`config.mk`:
```
export PLATFORM = sky130hd
export DESIGN_NAME = gmm_prob_argmax_tree_flat
export DESIGN_NICKNAME = d
export VERILOG_FILES = /design/src/rtl/gmm_prob_argmax_tree_pkg.sv /design/src/rtl/gmm_prob_argmax_tree_if.sv /design/src/rtl/gmm_prob_argmax_tree_node.sv /design/src/rtl/gmm_prob_argmax_tree.sv /design/src/flat_wrapper.sv
export SDC_FILE = /design/constraint.sdc
export NUM_CORES = 1
export LEC_CHECK = 0
export CORE_ASPECT_RATIO = 1.4
export CORE_MARGIN = 2
export CORE_UTILIZATION = 40
export CTS_CLUSTER_DIAMETER = 200
export DETAILED_ROUTE_END_ITERATION = 10
export SETUP_SLACK_MARGIN = 0.4
export SLEW_MARGIN = 10
export SYNTH_ARGS = -nofsm -noshare
export SYNTH_HDL_FRONTEND = slang
export SYNTH_SLANG_ARGS = --single-unit
```
`constraint.sdc`:
```
create_clock -name clk -period 20.2 [get_ports clk]
set_clock_uncertainty 0.1 [all_clocks]
set_input_delay 4.04 -clock clk [delete_from_list [all_inputs] [get_ports clk]]
set_output_delay 4.04 -clock clk [all_outputs]
set_load 0.005 [all_outputs]
```
`src/rtl/gmm_prob_argmax_tree_pkg.sv`:
```
// gmm_prob_argmax_tree_pkg
// Shared types and helpers for the GMM argmax comparator tree.
//   argmax_cand_t    : one tree candidate {valid, key, idx[, score]}
//   fp32_is_nan      : IEEE-754 single NaN test (exp 0xFF, mantissa != 0)
//   fp32_canon       : maps -0 to +0
//   fp32_order_key   : unsigned key whose ordering matches the float ordering
//   level_width      : number of candidates at a given tree level
// Optional build macro: GMM_ARGMAX_MAX_VALUE_EN (adds the raw winning score).
package gmm_prob_argmax_tree_pkg;

  localparam int unsigned FP32_W     = 32;
  localparam int unsigned CAND_IDX_W = 3;

  typedef struct packed {
    logic                  valid;
    logic [FP32_W-1:0]     key;
    logic [CAND_IDX_W-1:0] idx;
`ifdef GMM_ARGMAX_MAX_VALUE_EN
    logic [FP32_W-1:0]     score;
`endif
  } argmax_cand_t;

  function automatic logic fp32_is_nan(input logic [FP32_W-1:0] x);
    return (x[30:23] == 8'hFF) && (x[22:0] != 23'd0);
  endfunction

  function automatic logic [FP32_W-1:0] fp32_canon(input logic [FP32_W-1:0] x);
    return (x == 32'h8000_0000) ? 32'h0000_0000 : x;
  endfunction

  // Negative values invert every bit so larger magnitude sorts lower;
  // positive values flip the sign bit so they sort above all negatives.
  function automatic logic [FP32_W-1:0] fp32_order_key(input logic [FP32_W-1:0] x);
    logic [FP32_W-1:0] c;
    c = fp32_canon(x);
    return c[31] ? ~c : (c ^ 32'h8000_0000);
  endfunction

  function automatic int unsigned level_width(input int unsigned n, input int unsigned lvl);
    return (n + (32'd1 << lvl) - 32'd1) >> lvl;
  endfunction

endpackage

```
`src/rtl/gmm_prob_argmax_tree_if.sv`:
```
// gmm_prob_argmax_tree_if
// Stream bundle for the argmax stage.
//   snk_* : input beat (scores, active count, sideband) with valid/ready
//   src_* : output beat (index, none flag, sideband[, max score]) with valid/ready
//   master: producer/consumer side, slave: the argmax stage
// Optional build macro: GMM_ARGMAX_MAX_VALUE_EN (adds src_max).
interface gmm_prob_argmax_tree_if #(
  parameter int unsigned N_CLUSTERS = 4,
  parameter int unsigned SIDE_W     = 32
);
  localparam int unsigned IDX_W = $clog2(N_CLUSTERS);
  localparam int unsigned CNT_W = $clog2(N_CLUSTERS + 1);

  logic                     snk_valid;
  logic                     snk_ready;
  logic [N_CLUSTERS*32-1:0] snk_score;
  logic [CNT_W-1:0]         snk_count;
  logic [SIDE_W-1:0]        snk_side;
  logic                     src_ready;
  logic                     src_valid;
  logic [IDX_W-1:0]         src_idx;
  logic                     src_none;
  logic [SIDE_W-1:0]        src_side;
`ifdef GMM_ARGMAX_MAX_VALUE_EN
  logic [31:0]              src_max;
`endif

  modport master (
`ifdef GMM_ARGMAX_MAX_VALUE_EN
    input  src_max,
`endif
    output snk_valid, snk_score, snk_count, snk_side, src_ready,
    input  snk_ready, src_valid, src_idx, src_none, src_side
  );

  modport slave (
`ifdef GMM_ARGMAX_MAX_VALUE_EN
    output src_max,
`endif
    input  snk_valid, snk_score, snk_count, snk_side, src_ready,
    output snk_ready, src_valid, src_idx, src_none, src_side
  );

endinterface

```
`src/rtl/gmm_prob_argmax_tree_node.sv`:
```
// gmm_prob_argmax_tree_node
// One registered comparator node of the argmax tree.
//   clk, rst : clock, async active-high reset
//   en_i     : global pipeline advance
//   left_i   : lower-index candidate, right_i : higher-index candidate
//   win_o    : registered winner; all-zero when neither side is valid
// Optional build macro: GMM_ARGMAX_MAX_VALUE_EN (score rides in the candidate).
module gmm_prob_argmax_tree_node
  import gmm_prob_argmax_tree_pkg::*;
(
  input  logic         clk,
  input  logic         rst,
  input  logic         en_i,
  input  argmax_cand_t left_i,
  input  argmax_cand_t right_i,
  output argmax_cand_t win_o
);

  argmax_cand_t win_d;
  argmax_cand_t win_q;
  logic         right_wins_c;

  // Strictly greater needed for the right side, so ties stay with the lower index.
  always_comb begin
    win_d        = '0;
    right_wins_c = right_i.valid & (!left_i.valid | (right_i.key > left_i.key));
    if (right_wins_c) begin
      win_d = right_i;
    end else if (left_i.valid) begin
      win_d = left_i;
    end
  end

  always_ff @(posedge clk or posedge rst) begin
    if (rst) begin
      win_q <= '0;
    end else if (en_i) begin
      win_q <= win_d;
    end
  end

  assign win_o = win_q;

endmodule

```
`src/rtl/gmm_prob_argmax_tree.sv`:
```
// gmm_prob_argmax_tree
// Registered argmax over N_CLUSTERS FP32 scores with deterministic tie, NaN and
// signed-zero handling. Latency 1 + $clog2(N_CLUSTERS), one beat per cycle.
//   clk, rst : clock, async active-high reset
//   bus      : gmm_prob_argmax_tree_if slave (snk_* in, src_* out)
// Optional build macro: GMM_ARGMAX_MAX_VALUE_EN (drives src_max with the winning score).
module gmm_prob_argmax_tree
  import gmm_prob_argmax_tree_pkg::*;
#(
  parameter int unsigned N_CLUSTERS = 4,
  parameter int unsigned SIDE_W     = 32
) (
  input logic                  clk,
  input logic                  rst,
  gmm_prob_argmax_tree_if.slave bus
);

  localparam int unsigned IDX_W = $clog2(N_CLUSTERS);
  localparam int unsigned CNT_W = $clog2(N_CLUSTERS + 1);
  localparam int unsigned LVLS  = $clog2(N_CLUSTERS);
  localparam int unsigned NP    = 32'd1 << LVLS;

  logic             en_c;
  logic [CNT_W-1:0] eff_cnt_c;

  argmax_cand_t lane_d [N_CLUSTERS];
  argmax_cand_t lane_q [N_CLUSTERS];
  argmax_cand_t lvl    [LVLS+1][NP];

  logic [LVLS:0]     vld_q;
  logic [SIDE_W-1:0] side_q [LVLS+1];

  // Whole pipeline advances together; a stalled output freezes every stage.
  assign en_c          = bus.src_ready | !bus.src_valid;
  assign bus.snk_ready = en_c;

  assign eff_cnt_c = (bus.snk_count > CNT_W'(N_CLUSTERS)) ? CNT_W'(N_CLUSTERS) : bus.snk_count;

  // Stage 0 lane candidates; bubbles enter as all-invalid lanes.
  always_comb begin
    for (int k = 0; k < int'(N_CLUSTERS); k++) begin
      lane_d[k]       = '0;
      lane_d[k].valid = bus.snk_valid & (CNT_W'(k) < eff_cnt_c) &
                        !fp32_is_nan(bus.snk_score[k*32 +: 32]);
      lane_d[k].key   = fp32_order_key(bus.snk_score[k*32 +: 32]);
      lane_d[k].idx   = CAND_IDX_W'(k);
`ifdef GMM_ARGMAX_MAX_VALUE_EN
      lane_d[k].score = fp32_canon(bus.snk_score[k*32 +: 32]);
`endif
    end
  end

  always_ff @(posedge clk or posedge rst) begin
    if (rst) begin
      for (int k = 0; k < int'(N_CLUSTERS); k++) begin
        lane_q[k] <= '0;
      end
    end else if (en_c) begin
      lane_q <= lane_d;
    end
  end

  // Beat valid and sideband shift alongside the tree levels.
  always_ff @(posedge clk or posedge rst) begin
    if (rst) begin
      vld_q <= '0;
      for (int i = 0; i <= int'(LVLS); i++) begin
        side_q[i] <= '0;
      end
    end else if (en_c) begin
      vld_q     <= {vld_q[LVLS-1:0], bus.snk_valid};
      side_q[0] <= bus.snk_side;
      for (int i = 1; i <= int'(LVLS); i++) begin
        side_q[i] <= side_q[i-1];
      end
    end
  end

  for (genvar j = 0; j < int'(NP); j++) begin : g_l0
    if (j < int'(N_CLUSTERS)) begin : g_lane
      assign lvl[0][j] = lane_q[j];
    end else begin : g_pad
      assign lvl[0][j] = '0;
    end
  end

  // An unpaired candidate meets an invalid right input and so passes through registered.
  for (genvar l = 1; l <= int'(LVLS); l++) begin : g_lvl
    for (genvar j = 0; j < int'(NP); j++) begin : g_node
      if (j < int'(level_width(N_CLUSTERS, l))) begin : g_live
        argmax_cand_t right_c;
        argmax_cand_t node_win;
        if (2*j + 1 < int'(level_width(N_CLUSTERS, l - 1))) begin : g_pair
          assign right_c = lvl[l-1][2*j+1];
        end else begin : g_odd
          assign right_c = '0;
        end
        gmm_prob_argmax_tree_node u_node (
          .clk     (clk),
          .rst     (rst),
          .en_i    (en_c),
          .left_i  (lvl[l-1][2*j]),
          .right_i (right_c),
          .win_o   (node_win)
        );
        assign lvl[l][j] = node_win;
      end else begin : g_idle
        assign lvl[l][j] = '0;
      end
    end
  end

  // Root is all-zero when nothing valid reached it, so idx and max read 0 there.
  assign bus.src_valid = vld_q[LVLS];
  assign bus.src_idx   = lvl[LVLS][0].idx[IDX_W-1:0];
  assign bus.src_none  = vld_q[LVLS] & !lvl[LVLS][0].valid;
  assign bus.src_side  = side_q[LVLS];
`ifdef GMM_ARGMAX_MAX_VALUE_EN
  assign bus.src_max   = lvl[LVLS][0].score;
`endif

endmodule

```
`src/flat_wrapper.sv`:
```
// flat-port wrapper written by rule: the top's interface ports become plain ports
module gmm_prob_argmax_tree_flat import gmm_prob_argmax_tree_pkg::*;
#(
  parameter int unsigned N_CLUSTERS = 4,
  parameter int unsigned SIDE_W     = 32
)
  (clk, rst, bus_snk_valid, bus_snk_score, bus_snk_count, bus_snk_side, bus_src_ready, bus_snk_ready, bus_src_valid, bus_src_idx, bus_src_none, bus_src_side);
  gmm_prob_argmax_tree_if #(.N_CLUSTERS(N_CLUSTERS), .SIDE_W(SIDE_W)) bus_i ();
  input logic clk;
  input logic rst;
  input wire logic [$bits(bus_i.snk_valid)-1:0] bus_snk_valid;
  input wire logic [$bits(bus_i.snk_score)-1:0] bus_snk_score;
  input wire logic [$bits(bus_i.snk_count)-1:0] bus_snk_count;
  input wire logic [$bits(bus_i.snk_side)-1:0] bus_snk_side;
  input wire logic [$bits(bus_i.src_ready)-1:0] bus_src_ready;
  output wire logic [$bits(bus_i.snk_ready)-1:0] bus_snk_ready;
  output wire logic [$bits(bus_i.src_valid)-1:0] bus_src_valid;
  output wire logic [$bits(bus_i.src_idx)-1:0] bus_src_idx;
  output wire logic [$bits(bus_i.src_none)-1:0] bus_src_none;
  output wire logic [$bits(bus_i.src_side)-1:0] bus_src_side;
  assign bus_i.snk_valid = bus_snk_valid;
  assign bus_i.snk_score = bus_snk_score;
  assign bus_i.snk_count = bus_snk_count;
  assign bus_i.snk_side = bus_snk_side;
  assign bus_i.src_ready = bus_src_ready;
  assign bus_snk_ready = bus_i.snk_ready;
  assign bus_src_valid = bus_i.src_valid;
  assign bus_src_idx = bus_i.src_idx;
  assign bus_src_none = bus_i.src_none;
  assign bus_src_side = bus_i.src_side;
  gmm_prob_argmax_tree #(.N_CLUSTERS(N_CLUSTERS), .SIDE_W(SIDE_W)) u_core (.clk(clk), .rst(rst), .bus(bus_i));
endmodule
```
==> out/results.ini <==
[hold_path]
hp-class=reg -> reg
holdPathEnd=u_core.side_q[90]$_DFFE_PP0P_
hold_start=u_core.side_q[90]$_DFFE_PP0P_
whs_path_depth=2

[yosys]
syn_area_per_cell_sq_um=8.76
synthesis.instances=1914
synthTopCellsByArea=dfrtp_1 (45%), nand2_1 (13%), ha_1 (7.2%)
synthesis.area_sq_um=16800
synth_edf_count=0
syn_nets=2177
synth_cell_types=51
synth_top_cell_area_share_pct=45.3
yosysTopAreaCell=dfrtp_1
ys_warn_count=0
seq_area_frac_synth_pct=45.3
ys.flop_type=dfrtp_1
async_flop_share_pct=100
ys_seq_elements=304

[power]
leakagePower_nw=8.99
switching_share_pct=36.7
p_seq_share_pct=39.8
powerDensity_nw_per_um2=122
power_frac_comb_pct=33.8
total_power_mw=2.43
p_clk_share_pct=26.4
power.switching_mw=0.892
power.internal_mw=1.54
ir_drop_mv=0.0932

[final_layout]
layout-drive-gt1-share_pct=6.84
nets=2283
layout_commonest_cell=nand2_1
layout_common_cells=nand2_1 (587), dfrtp_1 (304), clkdlybuf4s50_1 (199), o21ai_0 (144), xnor2_1 (115)
area_delta_synth_final_pct=19.1

[timing]
fin_tns_setup_ns=0
setup_violations=0
hold_viol_final=0
fin_crit_ns=10.02
min_period_over_period_pct=49.6
slew_headroom_pct=15.8
worst_slew_pin_slew_ns=1.26
rsz0062_at_grt=false
max_freq_ghz=0.0998
holdWs_ns=0.362
final_max_slew_viol_count=0

[die]
rows=88
design.die.area_sq_um=43600
die_h_um=246
dieWidth_um=177
ios=204
start_util_pct=40.6
core_sq_um=41300

[clock_network]
clock_path_buffers=3
clk_latency_ns=0.53
cts_tree=built
cts-resized-gates=0
clkSinkCount=304
root_buffer=clkbuf_16
cts_buffers=35
cts_hold_buffers=0
path_clk_slew_ns=0.06
h-tree-depth=2
post_cts_buffers=0

[routing]
drtIter0Drc=788
postRouteAntennaNets=0
drc=0
wl_um=45600
wl_per_cell_um=17.6
drtPass1Iterations=5
vias=13500
vias_per_cell=5.24

[global_route]
antenna_found_initial=3
grt_pass1_wl_um=73400
grt_usage_pct=21.2
grt_max_degree=178
grt_pass1_vias=13700
gr-total-overflow=0

[setup_path]
startpoint=bus_src_ready
arrival_ns=5.88
worstPathRequired_ns=16.06
r2r_end=u_core.g_lvl[1].g_node[0].g_live.right_c[33]$_DFFE_PP0P_
criticalPathCategory=in -> out
rr_worst_depth=5
critPathLaunchType=input port
rr_startpoint=u_core.vld_q[2]$_DFFE_PP0P_
r2r_setup_slack_ns=16.73
end_kind=primary output
crit_fanout=109

[place]
numPortBuffers=203
gp_congestion=0.851
dp_hpwl_um=32800

[status]
outcome=completed

[job]
maxCapViolations=0

[worst max-delay path by stage]
stage | end | slack [ns] | cells past startpoint
2_1_floorplan | u_core.bus.src_side[0]$_DFFE_PP0P_ | 7.66 | 1
3_3_place_gp | bus_snk_ready | 10.23 | 4
3_5_place_dp | bus_snk_ready | 10.22 | 4
4_1_cts | bus_snk_ready | 10.21 | 4
5_1_grt | bus_snk_ready | 10.09 | 4
6_report | bus_snk_ready | 10.18 | 4
[layout make-up]
cell class | instances | area [sq um]
Fill cell | 3991 | 21300
Multi-Input combinational cell | 1363 | 8030
Sequential cell | 304 | 7610
Timing Repair Buffer | 215 | 2120
Clock buffer | 49 | 1020
Tap cell | 540 | 676
Inverter | 101 | 392
Clock inverter | 14 | 138
Antenna cell | 1 | 2.50
[worst max-delay path, cell delays in order]
cell and delay [ns]:
clkdlybuf4s50_1 0.50, nor2b_4 0.06, inv_6 0.54, clkdlybuf4s50_1 0.64
[per-stage QoR]
step                      area [sq um]  cells  utilization, %  setup slack (ns)
after global routing             20000   2587            48.4             10.09
after CTS                        20000   2585            48.4             10.21
after floorplan                  16800   1914               -              7.66
after global placement           18800   2522            45.6             10.23
after detailed placement         18800   2522            45.6             10.22
final                            20000   2587            48.4             10.18
[cells by family (layout without fill, tap and decap cells)]
family / count (synthesis) / count (layout) / share of synthesized area, %
simple gates: 788 / 788 / 19.5
compound gates: 357 / 357 / 14.8
flops: 304 / 304 / 45.3
buf+inv: 247 / 379 / 6.83
xor+xnor: 122 / 122 / 6.37
fa+ha+maj: 96 / 96 / 7.16
other cells: 0 / 1 / 0
[state kept, by name, indices dropped and copies added, names as in the netlist]
name,count
u_core.side_q,64
u_core.lane_q,66
u_core.g_lvl.g_node.g_live.u_node.win_o,72
u_core.vld_q,3
u_core.bus.src_side,32
u_core.g_lvl.g_node.g_live.right_c,67
[per-layer routing]
layer / global-route usage [%] / up-vias / wire length [um]
met1: 25.7 / 6517 / 18600
met5: 0 / - / 13
met4: 11.2 / 2 / 2510
met3: 4.68 / 97 / 2610
met2: 35.2 / 325 / 21900
li1: - / 6607 / -
[Yosys cell counts, drive strengths merged, types with 10 or more instances]
cell type,instances
clkbuf,81
ha,96
dfrtp,304
xnor2,115
nor2,81
a21oi,48
nor3,14
nor4,25
nand3,10
inv,101
nand4,31
o21ai,144
buf,65
nand2,587
o211ai,71
o22ai,58
[power by group through the flow]
stage | clock network, mW | logic (mW) | registers [mW]
2_1_floorplan | 0 | 0.624 | 0.904
3_3_place_gp | 0 | 0.798 | 0.972
3_5_place_dp | 0 | 0.827 | 0.974
4_1_cts | 0.656 | 0.830 | 0.967
5_1_grt | 0.682 | 0.939 | 0.989
6_report | 0.642 | 0.822 | 0.968
Note: power is estimated with default switching activity, not from simulation.
